[config.mk]
export PLATFORM = sky130hd
export DESIGN_NAME = pc_fetch_ctrl_flat
export DESIGN_NICKNAME = d
export VERILOG_FILES = /design/src/rtl/pc_fetch_ctrl_if.sv /design/src/rtl/pc_fetch_ctrl.sv /design/src/flat_wrapper.sv
export SDC_FILE = /design/constraint.sdc
export NUM_CORES = 1
export LEC_CHECK = 0
export CAP_MARGIN = 10
export CORE_MARGIN = 2
export CORE_UTILIZATION = 51
export CTS_CLUSTER_DIAMETER = 80
export CTS_CLUSTER_SIZE = 28
export DETAILED_ROUTE_END_ITERATION = 8
export PLACE_DENSITY = 0.86
export SLEW_MARGIN = 0
export SYNTH_ARGS = -nofsm -noshare
export SYNTH_HDL_FRONTEND = slang
export SYNTH_SLANG_ARGS = --single-unit
[constraint.sdc]
create_clock -name clk -period 2.76 [get_ports clk]
set_input_delay 0.552 -clock clk [delete_from_list [all_inputs] [get_ports clk]]
set_output_delay 0.552 -clock clk [all_outputs]
set_load 0.1 [all_outputs]
[src/rtl/pc_fetch_ctrl_if.sv]
// Fetch-side handshake and redirect bus between the PC generator and its neighbours.
// master = PC generator, slave = fetch unit / redirect source.
interface pc_fetch_ctrl_if #(
    parameter int ADDR_WIDTH = 32
);
    logic [ADDR_WIDTH-1:0] pc;
    logic                  ce;
    logic                  if_ready;
    logic                  redirect_valid;
    logic [ADDR_WIDTH-1:0] redirect_target;

    modport master (
        output pc,
        output ce,
        input  if_ready,
        input  redirect_valid,
        input  redirect_target
    );

    modport slave (
        input  pc,
        input  ce,
        output if_ready,
        output redirect_valid,
        output redirect_target
    );
endinterface

[src/rtl/pc_fetch_ctrl.sv]
// IF-stage program-counter generator: valid/ready fetch address, one-deep redirect
// buffer for stalls, halt/resume and misaligned-target reporting.
//
// state | meaning
// BOOT  | one cycle after reset, ce=0, pc=RESET_VECTOR
// RUN   | ce=1, pc offered to fetch, advances on fire
// HALT  | ce=0, redirects land directly on pc
module pc_fetch_ctrl #(
    parameter int                    ADDR_WIDTH   = 32,
    parameter logic [ADDR_WIDTH-1:0] RESET_VECTOR = '0,
    parameter int                    INST_BYTES   = 4,
    parameter int                    CNT_WIDTH    = 16
) (
    input  logic                  clk,
    input  logic                  rst,
    pc_fetch_ctrl_if.master       fif,
    input  logic                  halt,
    output logic                  misalign_err,
    output logic [ADDR_WIDTH-1:0] misalign_addr,
    output logic [CNT_WIDTH-1:0]  fetch_cnt
);

    typedef enum logic [1:0] {BOOT, RUN, HALT} state_t;

    localparam logic [ADDR_WIDTH-1:0] STEP     = ADDR_WIDTH'(INST_BYTES);
    localparam logic [ADDR_WIDTH-1:0] OFF_MASK = ADDR_WIDTH'(INST_BYTES - 1);

    state_t                state, state_nxt;
    logic [ADDR_WIDTH-1:0] pc_q, pc_nxt;
    logic                  pend_v, pend_v_nxt;
    logic [ADDR_WIDTH-1:0] pend_addr, pend_addr_nxt;
    logic                  err_nxt;
    logic [ADDR_WIDTH-1:0] maddr_nxt;
    logic [CNT_WIDTH-1:0]  cnt_nxt;
    logic                  aligned, rd_ok, rd_bad, fire;

    assign fif.ce = (state == RUN);
    assign fif.pc = pc_q;

    always_ff @(posedge clk) begin
        if (rst) begin
            state         <= BOOT;
            pc_q          <= RESET_VECTOR;
            pend_v        <= 1'b0;
            pend_addr     <= '0;
            misalign_err  <= 1'b0;
            misalign_addr <= '0;
            fetch_cnt     <= '0;
        end else begin
            state         <= state_nxt;
            pc_q          <= pc_nxt;
            pend_v        <= pend_v_nxt;
            pend_addr     <= pend_addr_nxt;
            misalign_err  <= err_nxt;
            misalign_addr <= maddr_nxt;
            fetch_cnt     <= cnt_nxt;
        end
    end

    always_comb begin
        state_nxt     = state;
        pc_nxt        = pc_q;
        pend_v_nxt    = pend_v;
        pend_addr_nxt = pend_addr;
        err_nxt       = 1'b0;
        maddr_nxt     = misalign_addr;
        cnt_nxt       = fetch_cnt;

        aligned = ((fif.redirect_target & OFF_MASK) == '0);
        rd_ok   = fif.redirect_valid && aligned;
        rd_bad  = fif.redirect_valid && !aligned;
        fire    = (state == RUN) && fif.if_ready;

        if (fire) begin
            cnt_nxt = fetch_cnt + CNT_WIDTH'(1);
        end

        case (state)
            BOOT: begin
                state_nxt = halt ? HALT : RUN;
            end
            RUN: begin
                if (fire) begin
                    if (rd_ok) begin
                        pc_nxt = fif.redirect_target;
                    end else if (pend_v) begin
                        pc_nxt = pend_addr;
                    end else begin
                        pc_nxt = pc_q + STEP;
                    end
                    pend_v_nxt = 1'b0;
                    if (halt) begin
                        state_nxt = HALT;
                    end
                end else if (rd_ok) begin
                    // newest redirect wins while the current fetch is stalled
                    pend_v_nxt    = 1'b1;
                    pend_addr_nxt = fif.redirect_target;
                end
            end
            HALT: begin
                if (rd_ok) begin
                    pc_nxt = fif.redirect_target;
                end else if (pend_v) begin
                    pc_nxt = pend_addr;
                end
                pend_v_nxt = 1'b0;
                if (!halt) begin
                    state_nxt = RUN;
                end
            end
            default: begin
                state_nxt = BOOT;
            end
        endcase

        if (rd_bad && (state != BOOT)) begin
            err_nxt   = 1'b1;
            maddr_nxt = fif.redirect_target;
        end
    end

endmodule

[src/flat_wrapper.sv]
// flat-port wrapper written by rule: the top's interface ports become plain ports
module pc_fetch_ctrl_flat 
#(
    parameter int                    ADDR_WIDTH   = 32,
    parameter logic [ADDR_WIDTH-1:0] RESET_VECTOR = '0,
    parameter int                    INST_BYTES   = 4,
    parameter int                    CNT_WIDTH    = 16
)
  (clk, rst, halt, misalign_err, misalign_addr, fetch_cnt, fif_pc, fif_ce, fif_if_ready, fif_redirect_valid, fif_redirect_target);
  pc_fetch_ctrl_if #(.ADDR_WIDTH(ADDR_WIDTH)) fif_i ();
  input  logic clk;
  input  logic rst;
  input  logic halt;
  output logic misalign_err;
  output logic [ADDR_WIDTH-1:0] misalign_addr;
  output logic [CNT_WIDTH-1:0] fetch_cnt;
  output wire logic [$bits(fif_i.pc)-1:0] fif_pc;
  output wire logic [$bits(fif_i.ce)-1:0] fif_ce;
  input wire logic [$bits(fif_i.if_ready)-1:0] fif_if_ready;
  input wire logic [$bits(fif_i.redirect_valid)-1:0] fif_redirect_valid;
  input wire logic [$bits(fif_i.redirect_target)-1:0] fif_redirect_target;
  assign fif_pc = fif_i.pc;
  assign fif_ce = fif_i.ce;
  assign fif_i.if_ready = fif_if_ready;
  assign fif_i.redirect_valid = fif_redirect_valid;
  assign fif_i.redirect_target = fif_redirect_target;
  pc_fetch_ctrl #(.ADDR_WIDTH(ADDR_WIDTH), .RESET_VECTOR(RESET_VECTOR), .INST_BYTES(INST_BYTES), .CNT_WIDTH(CNT_WIDTH)) u_core (.clk(clk), .rst(rst), .fif(fif_i), .halt(halt), .misalign_err(misalign_err), .misalign_addr(misalign_addr), .fetch_cnt(fetch_cnt));
endmodule
==> results of run 1 <==
==> worst max-delay path, delay by kind of cell (launching register included) <==
| family | cells | cell delay (ns) |
|---|---|---|
| AND/OR/NAND/NOR | 3 | 1.32 |
| flip-flops | 1 | 0.47 |
| AO/OA/AOI/OAI | 2 | 0.43 |
==> final cells by class <==
| type | instances | share of cell area (%) |
|---|---|---|
| Inverter | 18 | 0.924 |
| Sequential cell | 116 | 31.8 |
| Clock inverter | 13 | 2.17 |
| Tap cell | 140 | 2.39 |
| Multi-Input combinational cell | 545 | 41.1 |
| Clock buffer | 19 | 5.90 |
| Timing Repair Buffer | 135 | 15.7 |
==> state kept, by name (all words and copies together) (netlist names) <==
name	cells
u_core.fif.pc	32
u_core.misalign_addr	32
u_core.pend_addr	32
u_core.fetch_cnt	16
u_core.state	2
u_core.misalign_err	1
u_core.pend_v	1
==> through the flow <==
step	setup slack, ns	cell area [µm²]	total power [mW]
2_1_floorplan	0.0266	5590	4.75
3_3_place_gp	0.211	6730	5.59
3_5_place_dp	0.177	6730	5.67
4_1_cts	0.475	7320	7.85
5_1_grt	0.358	7320	8.21
6_report	0.453	7320	7.89
==> cells by family after synthesis <==
logic type | after synthesis
buf+inv | 69
fa+ha+maj | 5
simple gates | 312
mux | 3
compound gates | 201
flops | 116
xor+xnor | 24
==> power groups by stage <==
stage | Combinational [mW] | Clock [mW] | Sequential (mW)
after floorplan | 1.34 | 0 | 3.41
after global placement | 3.44 | 0 | 2.16
after detailed placement | 3.50 | 0 | 2.17
after CTS | 3.52 | 2.19 | 2.14
after global routing | 3.76 | 2.27 | 2.18
final | 3.56 | 2.17 | 2.15
==> routing by layer <==
layer,part of all wire (%),vias to the layer above,GRT usage [%]
met2,46,333,47.4
met3,11,51,10.2
li1,-,2790,-
met5,0,-,0
met1,40,2808,38.5
met4,2.8,0,12.0
==> synthesized netlist by cell type, types with 6 or more instances <==
| master | count | area [µm²] |
|---|---|---|
| nand2_1 | 154 | 578 |
| nand3_1 | 19 | 95.1 |
| or3_1 | 8 | 50.1 |
| xor2_1 | 10 | 87.6 |
| nor3_1 | 13 | 65.1 |
| a211oi_1 | 13 | 97.6 |
| o21ai_0 | 21 | 105 |
| inv_1 | 18 | 67.6 |
| dfxtp_1 | 116 | 2320 |
| and2_1 | 8 | 50.1 |
| and3_1 | 6 | 37.5 |
| xnor2_1 | 14 | 123 |
| a31oi_1 | 11 | 68.8 |
| a21oi_1 | 99 | 495 |
| nor2_1 | 58 | 218 |
| clkbuf_1 | 45 | 169 |
| nand4_1 | 15 | 93.8 |
| nor4_1 | 9 | 56.3 |
==> layout by cell type, fill, tap and decap left out, types with 11 or more instances in the layout <==
cell	Yosys	routed
inv_1	18	18
buf_4	1	96
clkbuf_16	0	16
a211oi_1	13	13
a21oi_1	99	99
nand2_1	154	154
nand4_1	15	15
nor3_1	13	13
nand3_1	19	19
a31oi_1	11	11
o21ai_0	21	20
clkdlybuf4s50_1	0	35
xnor2_1	14	14
dfxtp_1	116	113
nor2_1	58	58
==> final timing paths <==
kind / to / slack (ns) / depth (start not counted)
max reg2reg: u_core.fif.pc[21] / 0.45 / 5
min: u_core.pend_addr[9] / 0.41 / 2
max: u_core.fif.pc[21] / 0.45 / 5
min reg2reg: u_core.misalign_addr[11] / 0.45 / 2
==> impl_metrics.toml, run 1 <==
[sta]
timing.final.crit_share_pct = 83.6
finalClockSkew_ns = 0.00888
fmax_mhz = 434
slew_headroom_pct = 54.4
worst_pin_slew_ns = 0.677
hold_viol = 0
setup_viol = 0
setup_tns_ns = 0
final-max-slew-violation-count = 0
min_period_ns = 2.31
rsz0062_at_grt = "no"
timing.hold.ws_ns = 0.408

[synth]
synth_xor_area_share_pct = 3.77
synthFlopType = "dfxtp_1"
ys_async_sr_fraction_pct = 0
synth_compound_area_share_pct = 22.3
synthDistinctLibCells = 61
synthAdderAreaFrac_pct = 1.12
ys_seq_area_share_pct = 41.6
synth_warnings = 0
ys_ff_latch = 116
synth_edf_count = 0
avgSynthCellArea_um2 = 7.65
synth_mux_area_share_pct = 0.538
synth_top_family_by_area = "simple AND/OR/NAND/NOR gates"
syn_inst = 730
synth_nets = 772
netlist_area_um2 = 5580
synth-simple-area-share_pct = 25.9

[finish]
multiInputGateArea_um2 = 3010
fillers = 858
final_util_pct = 68.1
drive_above_1_share_pct = 17.4
nets = 875
fin_cells = 986
final-seq-area_um2 = 2330
area_growth_pct = 31.0
n_antenna_cell = 0

[power]
comb_power_share_pct = 45.2
peakVddDrop_mv = 0.549
switchingPower_mw = 3.65
p_sw_share_pct = 46.3
p_seq_share_pct = 27.3
p_leak_nw = 2.72
powerDensity_nw_per_um2 = 1080
p_int_mw = 4.24
p_clk_share_pct = 27.5

[routing]
final_antenna_net_count = 0
drt_pass1_iterations = 9
dr_total_vias = 5982
wl_mm = 17.7
vias_per_cell = 6.07
first_iter_violations = 611
remaining_drc_errors = 1
wl_per_cell_um = 17.9

[critical_path]
path_class = "flip-flop to flip-flop"
crit_slowest_cell = "or4_4"
cp.required_ns = 3.21
worstPathArrival_ns = 2.75
max_stage_delay_ns = 0.69
startpoint_type = "flip-flop"
critPathLaunch = "u_core.fif.pc[7]"
worstPathCellList = "nand4_4 > or4_4 > or3_1 > a211o_1 > a21oi_1"
reg2reg_from = "u_core.fif.pc[7]"
path_max_fanout = 13
cp-end-kind = "flip-flop"

[min_path]
hp-start = "rst"
hold_path_class = "input pin to flip-flop"

[outcome]
outcome = "complete, but fails checks"
violations = "DRC"

[die]
die_h_um = 109
pin_count = 119
die_area_um2 = 11800
rows = 38
start_util_pct = 52.0
die_x_um = 109
core_area_um2 = 10700

[placed_design]
port_buffers = 118
dp_cells = 954
finalWeightedCongestion = 0.925
dp_hpwl_mm = 12.1

[grt]
grt_pass1_vias = 5512
grt_overflow = 0
grtUsageTotal_pct = 30.3
grt_pass1_wl_mm = 27.8
grt_max_degree = 55
antenna_found_initial = 0

[clock_tree]
post_cts_resized = 0
path_clk_slew_ns = 0.06
clock-sinks = 116
cts_root_buf = "clkbuf_8"
worstSkewPairLatency_ns = 0.52
cts_tree = "built"
clockBufferDepth = 2
cts_made_buffers = 17
ctsHoldBuffers = 0
post_cts_buffers = 0
h-tree-depth = 4

[run]
cap_violations = 0
Note: power is estimated with default switching activity, not from simulation.
==> inputs of run 2 (changes only) <==
--- a/config.mk
+++ b/config.mk
@@ -7,11 +7,11 @@
 export LEC_CHECK = 0
 export CAP_MARGIN = 10
 export CORE_MARGIN = 2
-export CORE_UTILIZATION = 51
+export CORE_UTILIZATION = 46
 export CTS_CLUSTER_DIAMETER = 80
 export CTS_CLUSTER_SIZE = 28
 export DETAILED_ROUTE_END_ITERATION = 8
-export PLACE_DENSITY = 0.86
+export PLACE_DENSITY = 0.82
 export SLEW_MARGIN = 0
 export SYNTH_ARGS = -nofsm -noshare
 export SYNTH_HDL_FRONTEND = slang
==> constraint.sdc (replaced) <==
create_clock -name clk -period 2.1 [get_ports clk]
set_input_delay 0.42 -clock clk [delete_from_list [all_inputs] [get_ports clk]]
set_output_delay 0.42 -clock clk [all_outputs]
set_load 0.1 [all_outputs]
==> impl_metrics.toml, run 2 (synthesis gave the netlist of run 1 again) <==
[power]
powerDensity_nw_per_um2 = 1400
switchingPower_mw = 4.79
p_clk_share_pct = 27.8
peakVddDrop_mv = 0.679
p_seq_share_pct = 26.3
p_leak_nw = 2.90
p_int_mw = 5.93
p_sw_share_pct = 44.7
totalPowerFinal_mw = 10.7
comb_power_share_pct = 45.9

[routing]
wl_mm = 17.4
first_iter_violations = 528
remaining_drc_errors = 0
vias_per_cell = 5.79
drt_pass1_iterations = 7
dr_total_vias = 5916
wl_per_cell_um = 17.0
final_antenna_net_count = 0

[die]
rows = 40
pin_count = 119
start_util_pct = 46.9
die_h_um = 114
die_area_um2 = 13000
die_x_um = 114
core_area_um2 = 11900

[critical_path]
worstPathArrival_ns = 2.31
startpoint_type = "flip-flop"
crit_slowest_cell = "or4_4"
path_max_fanout = 8
cp.required_ns = 2.40
path_class = "flip-flop to flip-flop"
cp.buffers_inverters = 1
cp-end-kind = "flip-flop"
max_stage_delay_ns = 0.58
worstPathCellList = "nand4_1 > or4_4 > buf_4 > nor4b_2 > xnor2_1 > a21oi_1"
crit_family = "simple AND/OR/NAND/NOR gates"
reg2reg_slack_ns = 0.09

[placed_design]
dp_cells = 990
finalWeightedCongestion = 0.881
port_buffers = 118
pre_cts_ws_ns = -0.238
dp_hpwl_mm = 12.1

[clock_tree]
cts_root_buf = "clkbuf_16"
worstSkewPairLatency_ns = 0.41
h-tree-depth = 4
clock-sinks = 116
clockBufferDepth = 2
ctsHoldBuffers = 0
cts_made_buffers = 17
cts_tree = "built"
path_clk_slew_ns = 0.05
post_cts_buffers = 0

[outcome]
outcome = "completed"

[sta]
final-max-slew-violation-count = 0
setup_viol = 0
hold_viol = 0
setup_ws_ns = 0.0910
worst_pin_slew_ns = 0.653
timing.final.crit_share_pct = 95.7
finalClockSkew_ns = 0.00658
setup_tns_ns = 0
slew_headroom_pct = 56.0
fmax_mhz = 498
min_period_ns = 2.01

[grt]
grtUsageTotal_pct = 27.2
grt_max_degree = 58
grt_pass1_vias = 5617
antenna_found_initial = 0
grt_overflow = 0
grt_pass1_wl_mm = 28.4

[finish]
area_growth_pct = 37.7
fillers = 982
final_common_cell = "nand2_1"
most-common-layout-cells = "nand2_1, buf_4, a21oi_1, dfxtp_1, nor2_1"
drive_above_1_share_pct = 23.8
n_antenna_cell = 0
fin_cells = 1022
nets = 904

[run]
cap_violations = 0

[min_path]
hold_path_class = "input pin to flip-flop"
run 2: cell types whose count changed in the layout (fill, tap and decap cells not counted), sizes merged:
cell	before	now
clkinv	7	6
clkinvlp	3	0
buf	100	129
clkbuf	19	23
run 2: per-stage QoR:
stage	hold slack (ns)	utilization (%)	area [µm²]
final	0.379	64.5	7680
after global routing	0.388	64.5	7680
after CTS	0.368	64.4	7670
after detailed placement	0.444	59.2	7060
after global placement	0.440	59.2	7060
after floorplan	0.432	-	5670
run 2: worst register-to-register path, cell delays in order, from the launching register on:
cell     delay [ns]
dfxtp_4        0.38
nand4_1        0.14
or4_4          0.58
buf_4          0.21
nor4b_2        0.33
xnor2_1        0.17
a21oi_1        0.09
run 2: area by class of cell:
class | count | area [µm²] | area share [%]
flip-flops and latches | 116 | 2390 | 31.1
multi-input cells | 545 | 3040 | 39.5
repair buffers | 164 | 1390 | 18.1
inverters | 18 | 67.6 | 0.879
clock buffers | 23 | 489 | 6.37
clock inverters | 9 | 124 | 1.61
well taps | 147 | 184 | 2.39
run 2: routing by layer:
metal | share of wire [%] | routed length (µm) | vias up | global-route usage [%]
met4 | 2.2 | 382 | 0 | 12.8
met5 | 0 | 0 | - | 0
met2 | 46 | 7970 | 279 | 41.2
met1 | 44 | 7550 | 2751 | 36.4
li1 | - | - | 2858 | -
met3 | 8.4 | 1460 | 28 | 7.04
run 2: final timing paths:
path              depth (start not counted)                 from             endpoint
hold reg to reg                           2  u_core.pend_addr[5]  u_core.pend_addr[5]
hold / removal                            2                  rst    u_core.fif.pc[19]
setup reg to reg                          6    u_core.fif.pc[10]    u_core.fif.pc[30]
setup / recovery                          6    u_core.fif.pc[10]    u_core.fif.pc[30]
run 2: power by group through the flow:
stage                     clock (mW)  combinational [mW]  sequential (mW)
after CTS                       3.01                4.84             2.82
after global placement             0                4.77             2.85
final                           2.98                4.92             2.82
after floorplan                    0                1.78             4.52
after detailed placement           0                4.81             2.86
after global routing            3.12                5.20             2.86
run 2: repair_timing:
item / in CTS / in global routing
hold endpoints to repair: 0 / 0
resized for setup: 0 / 4
setup endpoints to repair: 0 / 18
